## config.mk

```make
export PLATFORM = sky130hd
export DESIGN_NAME = scaled_glyph_renderer
export DESIGN_NICKNAME = d
export VERILOG_FILES = /design/src/rtl/glyph_pkg.sv /design/src/rtl/glyph_block_counter.sv /design/src/rtl/scaled_glyph_renderer.sv
export SDC_FILE = /design/constraint.sdc
export NUM_CORES = 1
export LEC_CHECK = 0
export ABC_AREA = 1
export CAP_MARGIN = 30
export CORE_MARGIN = 2
export CORE_UTILIZATION = 40
export CTS_CLUSTER_DIAMETER = 150
export CTS_CLUSTER_SIZE = 30
export DETAILED_ROUTE_END_ITERATION = 12
export PLACE_DENSITY = 0.63
export SLEW_MARGIN = 40
export SYNTH_ARGS = -nofsm -noshare
export SYNTH_HDL_FRONTEND = slang
export SYNTH_SLANG_ARGS = --single-unit
```

## constraint.sdc

```tcl
create_clock -name clk -period 5.96 [get_ports clk]
set_input_delay 1.192 -clock clk [delete_from_list [all_inputs] [get_ports clk]]
set_output_delay 1.192 -clock clk [all_outputs]
set_load 0.02 [all_outputs]
```

## src/rtl/glyph_pkg.sv

```systemverilog
// Shared state encoding and default geometry for the scaled glyph renderer.
// Modules import this package; SGR_TRANSPARENT_EN is handled in the top.
package glyph_pkg;

  localparam int GLYPH_W  = 8;
  localparam int GLYPH_H  = 8;
  localparam int SCREEN_W = 160;
  localparam int SCREEN_H = 120;

  typedef enum logic [2:0] {
    S_IDLE,
    S_FETCH,
    S_WAIT,
    S_EMIT,
    S_DONE
  } state_t;

endpackage

```

## src/rtl/glyph_block_counter.sv

```systemverilog
// Nested sx/sy/col/row counters walking a glyph one scaled block at a time.
// step_px advances within a block; step_bit jumps straight to the next bit.
module glyph_block_counter #(
  parameter int GLYPH_W = glyph_pkg::GLYPH_W,
  parameter int GLYPH_H = glyph_pkg::GLYPH_H,
  parameter int SCALE_W = 3,
  localparam int CW = $clog2(GLYPH_W),
  localparam int RW = $clog2(GLYPH_H)
) (
  input  logic               clk,
  input  logic               reset,
  input  logic               clr,
  input  logic               step_px,
  input  logic               step_bit,
  input  logic [SCALE_W-1:0] scale,
  output logic [SCALE_W-1:0] sx,
  output logic [SCALE_W-1:0] sy,
  output logic [CW-1:0]      col,
  output logic [RW-1:0]      row,
  output logic               sx_wrap,
  output logic               sy_wrap,
  output logic               col_wrap,
  output logic               row_wrap
);
  import glyph_pkg::*;

  logic next_bit;

  assign sx_wrap  = (sx == scale - 1'b1);
  assign sy_wrap  = (sy == scale - 1'b1);
  assign col_wrap = (col == CW'(GLYPH_W - 1));
  assign row_wrap = (row == RW'(GLYPH_H - 1));
  assign next_bit = step_bit | (step_px & sx_wrap & sy_wrap);

  always_ff @(posedge clk) begin
    if (!reset || clr) begin
      sx  <= '0;
      sy  <= '0;
      col <= '0;
      row <= '0;
    end else if (next_bit) begin
      sx  <= '0;
      sy  <= '0;
      col <= col_wrap ? '0 : col + 1'b1;
      if (col_wrap)
        row <= row_wrap ? '0 : row + 1'b1;
    end else if (step_px) begin
      if (sx_wrap) begin
        sx <= '0;
        sy <= sy + 1'b1;
      end else begin
        sx <= sx + 1'b1;
      end
    end
  end

endmodule

```

## src/rtl/scaled_glyph_renderer.sv

```systemverilog
// Renders one ROM glyph as scale x scale pixel blocks to a ready/plot sink.
// Define SGR_TRANSPARENT_EN to skip clear bits instead of drawing colour 0.
module scaled_glyph_renderer #(
  parameter int GLYPH_W  = glyph_pkg::GLYPH_W,
  parameter int GLYPH_H  = glyph_pkg::GLYPH_H,
  parameter int SYM_W    = 6,
  parameter int CLR_W    = 3,
  parameter int SCALE_W  = 3,
  parameter int X_W      = 8,
  parameter int Y_W      = 7,
  parameter int SCREEN_W = glyph_pkg::SCREEN_W,
  parameter int SCREEN_H = glyph_pkg::SCREEN_H,
  localparam int CW = $clog2(GLYPH_W),
  localparam int RW = $clog2(GLYPH_H),
  localparam int AW = SYM_W + CW + RW
) (
  input  logic               clk,
  input  logic               reset,
  input  logic               go,
  input  logic [X_W-1:0]     Xin,
  input  logic [Y_W-1:0]     Yin,
  input  logic [CLR_W-1:0]   Clrin,
  input  logic [SCALE_W-1:0] Scalein,
  input  logic [SYM_W-1:0]   Symbol,
  output logic [AW-1:0]      rom_addr,
  input  logic               rom_q,
  output logic [X_W-1:0]     Xsym,
  output logic [Y_W-1:0]     Ysym,
  output logic [CLR_W-1:0]   Clrsym,
  output logic               plot,
  input  logic               ready,
  output logic               busy,
  output logic               done
);
  import glyph_pkg::*;

  localparam logic [X_W:0] XLIM = (X_W+1)'(SCREEN_W);
  localparam logic [Y_W:0] YLIM = (Y_W+1)'(SCREEN_H);

  state_t state, nxt;

  logic [X_W-1:0]     x_r;
  logic [Y_W-1:0]     y_r;
  logic [CLR_W-1:0]   clr_r;
  logic [SCALE_W-1:0] scale_r;
  logic [SYM_W-1:0]   sym_r;
  logic               bit_r;

  logic [SCALE_W-1:0] sx, sy;
  logic [CW-1:0]      col;
  logic [RW-1:0]      row;
  logic sx_wrap, sy_wrap, col_wrap, row_wrap;
  logic cnt_clr, step_px, step_bit;
  logic blk_end, last_bit, vis, skip;

  logic [X_W:0] x_full;
  logic [Y_W:0] y_full;

  glyph_block_counter #(
    .GLYPH_W (GLYPH_W),
    .GLYPH_H (GLYPH_H),
    .SCALE_W (SCALE_W)
  ) u_cnt (
    .clk      (clk),
    .reset    (reset),
    .clr      (cnt_clr),
    .step_px  (step_px),
    .step_bit (step_bit),
    .scale    (scale_r),
    .sx       (sx),
    .sy       (sy),
    .col      (col),
    .row      (row),
    .sx_wrap  (sx_wrap),
    .sy_wrap  (sy_wrap),
    .col_wrap (col_wrap),
    .row_wrap (row_wrap)
  );

  always_ff @(posedge clk) begin
    if (!reset) begin
      state   <= S_IDLE;
      x_r     <= '0;
      y_r     <= '0;
      clr_r   <= '0;
      scale_r <= '0;
      sym_r   <= '0;
      bit_r   <= 1'b0;
    end else begin
      state <= nxt;
      if (state == S_IDLE && go) begin
        x_r     <= Xin;
        y_r     <= Yin;
        clr_r   <= Clrin;
        sym_r   <= Symbol;
        scale_r <= (Scalein == '0) ? SCALE_W'(1) : Scalein;
      end
      if (state == S_WAIT)
        bit_r <= rom_q;
    end
  end

  // Unwrapped sums carry one extra bit so off-screen pixels can be detected.
  assign x_full = (X_W+1)'(x_r)
                + (X_W+1)'(col) * (X_W+1)'(scale_r)
                + (X_W+1)'(sx);
  assign y_full = (Y_W+1)'(y_r)
                + (Y_W+1)'(row) * (Y_W+1)'(scale_r)
                + (Y_W+1)'(sy);

  assign vis      = (x_full < XLIM) && (y_full < YLIM);
  assign blk_end  = sx_wrap & sy_wrap;
  assign last_bit = col_wrap & row_wrap;

  assign rom_addr = {sym_r, row, col};
  assign Xsym     = x_full[X_W-1:0];
  assign Ysym     = y_full[Y_W-1:0];
  assign Clrsym   = bit_r ? clr_r : '0;
  assign busy     = (state != S_IDLE);

  always_comb begin
    nxt      = state;
    cnt_clr  = 1'b0;
    step_px  = 1'b0;
    step_bit = 1'b0;
    plot     = 1'b0;
    done     = 1'b0;
    skip     = 1'b0;
`ifdef SGR_TRANSPARENT_EN
    skip     = ~bit_r;
`endif
    unique case (state)
      S_IDLE: begin
        if (go) begin
          cnt_clr = 1'b1;
          nxt     = S_FETCH;
        end
      end
      S_FETCH: nxt = S_WAIT;
      S_WAIT:  nxt = S_EMIT;
      S_EMIT: begin
        if (skip) begin
          step_bit = 1'b1;
          nxt      = last_bit ? S_DONE : S_FETCH;
        end else begin
          plot = vis;
          if (!vis || ready) begin
            step_px = 1'b1;
            if (blk_end)
              nxt = last_bit ? S_DONE : S_FETCH;
          end
        end
      end
      S_DONE: begin
        done = 1'b1;
        nxt  = S_IDLE;
      end
      default: nxt = S_IDLE;
    endcase
  end

endmodule

```

### Yosys cells after proc, flatten, opt, wreduce, memory -nomap -nowiden

Index checks and enable logic that the tools add are counted.

| word-level totals | value |
|---|---|
| register bits after elaboration | 43 |
| output and inout bits | 33 |
| bits of input ports | 32 |
| logic and storage cells | 68 |

| operators by class | value |
|---|---|
| $add $sub $neg | 9 |
| multiplexer cells | 16 |
| reductions and logical operators | 13 |
| $mul | 2 |
| equality and inequality tests | 11 |
| $lt $le $gt $ge | 2 |
| bitwise gates (word level) | 4 |

Operators with widths:

| operator | count |
|---|---|
| 3-bit two-way mux | 9 |
| 3-bit by 1-bit adder with 3-bit output (second input constant) | 4 |
| 3-bit by 3-bit multiplier with 6-bit output | 2 |
| 3-bit one-hot mux with 4 select lines | 1 |
| 8-bit by 6-bit adder with 9-bit output | 1 |
| 9-bit by 3-bit adder with 9-bit output | 1 |
| 3-bit == test (second input constant) | 3 |
| 9-bit by 8-bit less-than comparator with 1-bit output (second input constant) | 1 |
| 7-bit by 6-bit adder with 8-bit output | 1 |
| 8-bit by 3-bit adder with 8-bit output | 1 |
| 8-bit by 7-bit less-than comparator with 1-bit output (second input constant) | 1 |
| 3-bit by 2-bit == test with 1-bit output (second input constant) | 2 |
| 3-bit == test | 2 |
| 3-bit logical NOT | 2 |
| 1-bit two-way mux | 6 |
| 2-bit inequality test (second input constant) | 3 |
| 1-bit AND | 4 |
| 2-bit AND reduction | 2 |
| 3-bit by 1-bit == test with 1-bit output (second input constant) | 1 |
| 3-bit AND reduction | 1 |
| 3-bit nonzero test | 1 |
| 3-bit by 1-bit subtractor with 3-bit output (second input constant) | 1 |
| 1-bit logical AND | 2 |
| 1-bit logical NOT | 2 |
| 2 further kinds | 3 |

### Depth between registers and ports, before layout

Gate-level depths: netlist of the first run.

| depth | value |
|---|---|
| depth after elaboration | 12 |
| depth in mapped cells | 24 |
| depth with buffers taken out | 23 |

### By module

Synthesis of the first run repeated with hierarchy kept, for this count alone.

| second synthesis, totals | value |
|---|---|
| cells, all modules | 454 |
| area total of the unflattened synthesis | 3164.3 um^2 |

By module, submodules not included:

| module | sequential area each (um^2) | area an instance (um^2) | instances | cells an instance |
|---|---|---|---|---|
| scaled_glyph_renderer | 620.6 | 2418.6 | 1 | 345 |
| glyph_block_counter | 240.2 | 745.7 | 1 | 109 |

### Least setup slack after synthesis of the first run

No wires, ideal clock.

| timing path | value |
|---|---|
| path type | reg2out |
| from | reg u_cnt.row[0] |
| to | out plot |
| setup slack | 1113 ps |
| path buffers | 0 |
| cell stages (with the launch flop) | 13 |
| data arrival time | 3655 ps |
| data required time | 4768 ps |
| path through | dfxtp_1 -> nand2_1 -> fa_1 -> fa_1 -> fa_1 -> inv_1 -> fa_1 -> xor2_1 -> nand3_1 -> nor2_1 -> nand2_1 -> nand3_2 -> nor3_1 |

| between the ends | value |
|---|---|
| longest elaborated chain between the ends | 6 |

RTL lines:

| what | line | text |
|---|---|---|
| from (decl) | glyph_block_counter.sv:19 | `output logic [RW-1:0] row,` |
| from (signal assigned) | glyph_block_counter.sv:46 | `row <= row_wrap ? '0 : row + 1'b1;` |
| 3-bit by 3-bit multiplier with 6-bit output | scaled_glyph_renderer.sv:108 | `+ (Y_W+1)'(row) * (Y_W+1)'(scale_r)` |
| 7-bit by 6-bit adder with 8-bit output | scaled_glyph_renderer.sv:108 |  |
| 8-bit by 3-bit adder with 8-bit output | scaled_glyph_renderer.sv:109 | `+ (Y_W+1)'(sy);` |
| named net Ysym[3] | scaled_glyph_renderer.sv:28 | `output logic [Y_W-1:0] Ysym,` |
| 8-bit by 7-bit less-than comparator with 1-bit output | scaled_glyph_renderer.sv:111 | `assign vis = (x_full < XLIM) && (y_full < YLIM);` |
| 1-bit logical AND | scaled_glyph_renderer.sv:111 |  |
| 1-bit two-way mux | scaled_glyph_renderer.sv:132 | `unique case (state)` |
| to (decl) | scaled_glyph_renderer.sv:30 | `output logic plot,` |

The timed path passes the listed nets, and every way through them passes these cells.

### Worst setup path in the final report of the first run

| timing path | value |
|---|---|
| from | reg scale_r[2] |
| to | out plot |

| between the ends | value |
|---|---|
| longest elaborated chain between the ends | 6 |
| elaborated cells on any way between the ends | 10 |
| those cells by class | 4 x add/sub; 2 x mul; 2 x order compare; 1 x mux; 1 x reduce/logical |

RTL lines:

| what | line | text |
|---|---|---|
| from (decl) | scaled_glyph_renderer.sv:45 | `logic [SCALE_W-1:0] scale_r;` |
| from (signal assigned) | scaled_glyph_renderer.sv:96 | `scale_r <= (Scalein == '0) ? SCALE_W'(1) : Scalein;` |
| 3-bit by 3-bit multiplier with 6-bit output, on equally long branches | scaled_glyph_renderer.sv:105, scaled_glyph_renderer.sv:108 |  |
| 8-bit by 6-bit adder with 9-bit output / 7-bit by 6-bit adder with 8-bit output (equally long branches) | scaled_glyph_renderer.sv:105, scaled_glyph_renderer.sv:108 |  |
| 9-bit by 3-bit adder with 9-bit output / 8-bit by 3-bit adder with 8-bit output (equally long branches) | scaled_glyph_renderer.sv:106, scaled_glyph_renderer.sv:109 |  |
| 9-bit by 8-bit less-than comparator with 1-bit output / 8-bit by 7-bit less-than comparator with 1-bit output (equally long branches) | scaled_glyph_renderer.sv:111 |  |
| 1-bit logical AND (*) | scaled_glyph_renderer.sv:111 |  |
| 1-bit two-way mux (*) | scaled_glyph_renderer.sv:132 |  |

Every way passes the cells marked *; elsewhere a longest branch is shown, timed or not.

==> metrics.txt, run 1 <==
Crit path required time=about 4.8 ns; Core ar.=7690 µm²; register area=~860 µm²; top cells by area, synth=dfxtp_1 27%, ha_1 14%, inv_1 11%, nand2_1 9.3%, fa_1 8.9%; Final Cell Area=~4000 µm²; max_cap viols=0; layout cells sized above 1=0.0428; Distinct cells, synth=30; Antenna Nets Post-Route=0; synthesis-to-finish area growth=26.5%; TritonCTS Buffers=5; Tot GR Track Use=0.177; DRT Pass-1 Iters=4; crit-path max cell delay=roughly 0.70 ns; Top-Level Pins=between 60 and 70; chip width=around 93 µm; first-pass GRT wire length=between 10000 and 15000 µm; die area=8620 µm²; Clock Path Buffers=2; sequential fraction of the synthesis area=0.272; post-synth design cell area=around 3200 µm²; hpwl dp=approximately 5700 µm; Max VDD drop=about 0.11 mV; vias in the first global route=~2800; Worst slew margin=0.528; Clock Pin Slew Worst Setup and Hold Paths=0.08 ns; Synth Register Bits=43; Hold-fix buffers, CTS=0; critical path data arrival time=between 4 and 5 ns; Yosys warnings=0; H-tree levels=2; DR vias/cell=4.72; Syn Area/Cell=approximately 7.0 µm²; Hold Path Cell Cnt=2; gp weighted congestion=0.851; CTS root buffer=clkbuf_8; setup TNS=0 ns; R2R cell count=17; leakage=around 2.1 nW; Crit Path Class=reg -> out; Std-Cell Rows=32; Worst path slowest cell=clkdlybuf4s50_1; DRT Wirelength=slightly above 7000 µm; ANT cells=0; Setup Skew=0.00656 ns; Layout Utilization=0.520; CP Cell Sequence=nand2_1 -> fa_1 -> fa_1 -> fa_1 -> inv_1 -> fa_1 -> nand3_1 -> nand3b_1 -> nand2_1 -> nor2_1 -> nand2_1 -> nand3_2 -> nor3_1 -> clkdlybuf4s50_1; Die Height=roughly 93 µm; initial detailed-routing violation count=roughly 100; drt wl/cell=about 12 µm; Mapped Nets=530; RSZ-0062 raised after global routing=false; status=finished, final reports clean; Final Hold Vio Count=0; via count=2909; Area after DPL=about 4000 µm²; most used cell, CP=fa_1; Num Clock Sinks=between 40 and 50; worst-skew pair later-pin latency=between 0.2 and 0.3 ns; minimum clock period=roughly 5.7 ns; initial antenna violation count=0; Multi-input gate area=roughly 1900 µm²; endpoints failing setup=0; Slew @ Worst Pin=~0.7 ns; CP Capture Type=output pin; Fillers=about 800; Crit Path Max Fanout=9; Pwr per Cell Area=~200 nW/µm²; Synth area leader=dfxtp_1; largest net degree at the start of global routing=34; Pins Over Slew Limit=0; TritonCTS clock tree=done; fin nets=between 500 and 600; cells after synthesis=449; startpoint types=flip-flop; number of buffers added on ports=64; f_max=approximately 0.17 GHz; Yosys top cell area share=0.272; Residual DRC=0; overflow left after global routing=0; Initial Utilization=0.411; crit share post-route=0.964; worst hold path class=reg -> reg
## per-layer routing
metal	routed length, µm	GRT usage	vias up
met5	0	0	-
met3	328	0.0374	8
met2	3440	0.302	58
met1	3360	0.224	1320
li1	-	-	1523
met4	131	0.0490	0
## placed cells by master (no fill, tap or decap), types with 2 or more instances in the layout
cell              n
o21ai_0          32
inv_1            90
buf_4             3
nor2_1           66
fa_1             14
a21oi_1          23
nand2_4           2
clkbuf_8          5
nor3_1            5
a21oi_2           2
clkdlybuf4s50_1  64
nand3_2           3
nand2_1          78
o21ai_1           2
dfxtp_1          42
o21bai_1          4
xnor2_1           5
nand4_1           3
ha_1             35
xor2_1            3
nand3_1          20
## state kept, by name (all words and copies together) (netlist names)
name,flops
sym_r,6
u_cnt.sx,3
u_cnt.col,3
scale_r,3
clr_r,3
u_cnt.row,3
x_r,8
y_r,7
bit_r,1
state,3
u_cnt.sy,3
## synthesized netlist by cell type
cell,instances
dfxtp_1,43
inv_2,1
o21ai_1,2
and2_1,1
nand3_2,3
nand4_2,1
xnor2_1,5
or2_1,1
clkbuf_1,7
nor3_1,5
a21oi_1,23
or2_0,1
nand3_1,20
nand2_4,2
a21oi_2,2
or2_2,1
nor2_2,1
nand4_1,3
nand2_1,78
xor2_1,3
nand3b_1,1
buf_1,1
inv_1,90
nor2_1,66
nor3b_1,1
ha_1,35
fa_1,14
buf_2,2
o21ai_0,32
o21bai_1,4
## cell type report
cell class | instances | area share
clock buffers | 6 | 0.0182
clock inverters | 2 | 0.00313
inverters | 91 | 0.0855
multi-input cells | 305 | 0.480
flip-flops and latches | 43 | 0.216
well taps | 102 | 0.0319
repair buffers | 67 | 0.166
## logic make-up after synthesis
family / synth area share
AOI/OAI and AO/OA: 0.105
adders and majority gates: 0.227
buffers and inverters: 0.121
DFF: 0.272
xor gates and xnor gates: 0.0222
and+or+nand+nor: 0.252
## path summary, 6_finish.rpt
| check | startpoint | endpoint | slack [ns] |
|---|---|---|---|
| hold / removal | x_r[2]$_SDFFE_PN0P_ | x_r[2]$_SDFFE_PN0P_ | 0.50 |
| setup reg to reg | scale_r[2]$_SDFFE_PN0P_ | u_cnt.sy[0]$_SDFFE_PP0P_ | 1.95 |
| setup / recovery | scale_r[2]$_SDFFE_PN0P_ | plot | 0.22 |
| hold reg to reg | x_r[2]$_SDFFE_PN0P_ | x_r[2]$_SDFFE_PN0P_ | 0.50 |
## metrics by stage
| step | setup WS (ns) | power (mW) | instances | hold WS [ns] |
|---|---|---|---|---|
| 2_1_floorplan | 1.11 | 0.500 | 449 | 0.451 |
| 3_3_place_gp | 0.637 | 0.598 | 608 | 0.473 |
| 3_5_place_dp | 0.570 | 0.601 | 608 | 0.491 |
| 4_1_cts | 0.227 | 0.790 | 616 | 0.504 |
| 5_1_grt | 0.00220 | 0.831 | 616 | 0.541 |
| 6_report | 0.215 | 0.778 | 616 | 0.498 |
## power by group
group	internal, mW	switching [mW]
Clock	0.0820	0.102
Combinational	0.112	0.141
Sequential	0.317	0.0231
## critical path: cells and delay by family, from the launching register on
kind / cells / cell delay, ns
fa+ha+maj: 4 / 2.01
buf+inv: 2 / 0.76
flops: 1 / 0.51
simple gates: 8 / 0.99
## timing repair
action                                  4_1_cts  5_1_grt
endpoints found under the setup margin        0        1
setup buffers                                 0        0
resized for setup                             0        1
(Power assumes the default switching activity.)
==> run 2, diff against run 1 <==
--- a/config.mk
+++ b/config.mk
@@ -6,7 +6,9 @@
 export NUM_CORES = 1
 export LEC_CHECK = 0
 export ABC_AREA = 1
+export ABC_CLOCK_PERIOD_IN_PS = 5960
 export CAP_MARGIN = 30
+export CORE_ASPECT_RATIO = 0.6
 export CORE_MARGIN = 2
 export CORE_UTILIZATION = 40
 export CTS_CLUSTER_DIAMETER = 150
==> run 2 against run 1 <==
Sequential share of layout area shrank 0.32 points; first-iteration DRC count rose by 9.9%; global-route usage increased by 1.6 points; total power up 11%; critical endpoint unchanged; die area grew 0.28%; sequential cell count did not move; cell count grew 0.81%; clock skew grew 0.0016 ns; hold slack lost 0.018 ns.
==> metrics.txt, run 2 (synthesis gave the netlist of run 1 again) <==
hpwl dp=6160 µm (was 5700 µm); Clock Pin Slew Worst Setup and Hold Paths=0.06 ns (was 0.08 ns); Std-Cell Rows=25 (was 32); Num Clock Sinks=43 (unchanged); crit share post-route=0.913 (was 0.964); TritonCTS Buffers=5 (unchanged); worst-skew pair later-pin latency=0.29 ns (about the same); drt wl/cell=12.5 µm (was 11.8 µm); startpoint types=flip-flop (unchanged); TritonCTS clock tree=done (unchanged); DRT Wirelength=7740 µm (was 7250 µm); register area=861 µm² (was 862 µm²); Crit Path Max Fanout=11 (was 9); largest net degree at the start of global routing=35 (was 34); ANT cells=0 (unchanged); status=finished, final reports clean (unchanged); Core ar.=7760 µm² (was 7690 µm²); gp weighted congestion=0.836 (was 0.851); most frequent cells in the layout=89 x inv_1, 78 x nand2_1, 66 x nor2_1 (was 90 x inv_1, 78 x nand2_1, 66 x nor2_1); Placed Cells=613 (was 608); H-tree levels=2 (unchanged); initial detailed-routing violation count=111 (was 101); CP Capture Type=output pin (unchanged); max_cap viols=0 (unchanged); Non-Filler Instances=621 (was 616); Fillers=797 (was 791); endpoints failing setup=0 (unchanged); register name with the most flops=x_r (unchanged); die area=8650 µm² (was 8620 µm²); number of buffers added on ports=64 (unchanged); initial antenna violation count=0 (unchanged); Initial Utilization=0.407 (was 0.411); DR vias/cell=4.67 (was 4.72); setup TNS=0 ns (unchanged); M2 GR Usage=0.299 (was 0.302); biggest regs=x_r (8), y_r (7), sym_r (6) (unchanged); Die Height=72.8 µm (was 92.9 µm); most common cell after layout, fill and taps aside=inv_1 (unchanged); DRT Pass-1 Iters=4 (unchanged); layout cells sized above 1=0.0409 (was 0.0428); Max VDD drop=0.107 mV (was 0.114 mV); critical path data arrival time=4.25 ns (was 4.55 ns); via count=2900 (was 2909); leakage=2.11 nW (was 2.09 nW); M1 GR Usage=0.267 (was 0.224); minimum clock period=5.44 ns (was 5.74 ns); Pwr per Cell Area=214 nW/µm² (was 195 nW/µm²); overflow left after global routing=0 (unchanged); Antenna Nets Post-Route=0 (unchanged); Final Hold Vio Count=0 (unchanged); synthesis-to-finish area growth=28.2% (was 26.5%); grt peak-use layer=met2 (unchanged); Hold-fix buffers, CTS=0 (unchanged); M3 GR Usage=0.0523 (was 0.0374); fin nets=593 (was 594); Post-CTS Setup Inserts=0 (unchanged); Residual DRC=0 (unchanged); chip width=119 µm (was 92.9 µm); Tot GR Track Use=0.192 (was 0.177); RSZ-0062 raised after global routing=false (unchanged); worst hold path class=reg -> reg (unchanged); f_max=0.184 GHz (was 0.174 GHz); Top-Level Pins=65 (unchanged); Clock Path Buffers=2 (unchanged); Slew @ Worst Pin=0.746 ns (was 0.706 ns); Worst slew margin=0.501 (was 0.528); Pins Over Slew Limit=0 (unchanged); CTS root buffer=clkbuf_16 (was clkbuf_8); Crit path required time=4.77 ns (about the same); Setup Skew=0.00811 ns (was 0.00656 ns); Multi-input gate area=1920 µm² (unchanged); max FFs per register=8 (unchanged); vias in the first global route=2813 (was 2792); first-pass GRT wire length=13100 µm (was 12400 µm); CTS resizes=0 (unchanged); Crit Path Class=reg -> out (unchanged)
[run 2: changes by cell type in the layout (fill, tap and decap cells not counted)]
| cell | before | now |
|---|---|---|
| clkbuf_16 | 0 | 5 |
| clkbuf_8 | 5 | 0 |
| buf_4 | 3 | 2 |
| dfxtp_1 | 42 | 43 |
| dfxtp_2 | 1 | 0 |
| inv_1 | 90 | 89 |
| inv_2 | 1 | 2 |
[run 2: stage by stage]
step | hold slack [ns] | cell area, µm² | power (mW) | utilization | worst slack [ns]
6_report | 0.479 | 4050 | 0.865 | 0.522 | 0.519
5_1_grt | 0.499 | 4050 | 0.917 | 0.522 | 0.309
4_1_cts | 0.481 | 4050 | 0.874 | 0.522 | 0.513
3_5_place_dp | 0.471 | 3910 | 0.601 | 0.504 | 0.831
3_3_place_gp | 0.466 | 3910 | 0.597 | 0.504 | 0.905
2_1_floorplan | 0.451 | 3160 | 0.500 | - | 1.11
[run 2: metal layers]
layer / part of all wire / vias up
met5: 0 / -
met4: 0.0088 / 0
met3: 0.063 / 7
met2: 0.40 / 61
met1: 0.53 / 1313
li1: - / 1519
[run 2: final timing paths]
check                                 from                        to  slack, ns  cells after the start
setup reg to reg   scale_r[0]$_SDFFE_PN0P_  u_cnt.sy[2]$_SDFFE_PP0P_       1.84                     17
setup / recovery   scale_r[0]$_SDFFE_PN0P_                      plot       0.52                     14
hold / removal    u_cnt.sx[2]$_SDFFE_PP0N_  u_cnt.sx[2]$_SDFFE_PP0N_       0.48                      2
hold reg to reg   u_cnt.sx[2]$_SDFFE_PP0N_  u_cnt.sx[2]$_SDFFE_PP0N_       0.48                      2
[run 2: power by group]
group | switching [mW] | internal [mW]
registers | 0.0222 | 0.317
logic | 0.143 | 0.111
clock network | 0.116 | 0.155
[run 2: cell type report]
class | count | area share
multi-input cells | 305 | 0.473
flip-flops and latches | 43 | 0.212
repair buffers | 66 | 0.162
inverters | 91 | 0.0843
well taps | 108 | 0.0334
clock buffers | 6 | 0.0318
clock inverters | 2 | 0.00309
[run 2: critical path, stage by stage, from the launching register on]
cell             delay [ns]
dfxtp_1                0.54
nand2_1                0.12
fa_1                   0.53
fa_1                   0.44
fa_1                   0.51
inv_1                  0.07
fa_1                   0.50
nand3_1                0.13
nand3b_1               0.08
nand2_1                0.09
nor2_1                 0.05
nand2_1                0.06
nand3_2                0.07
nor3_1                 0.14
clkdlybuf4s50_1        0.63
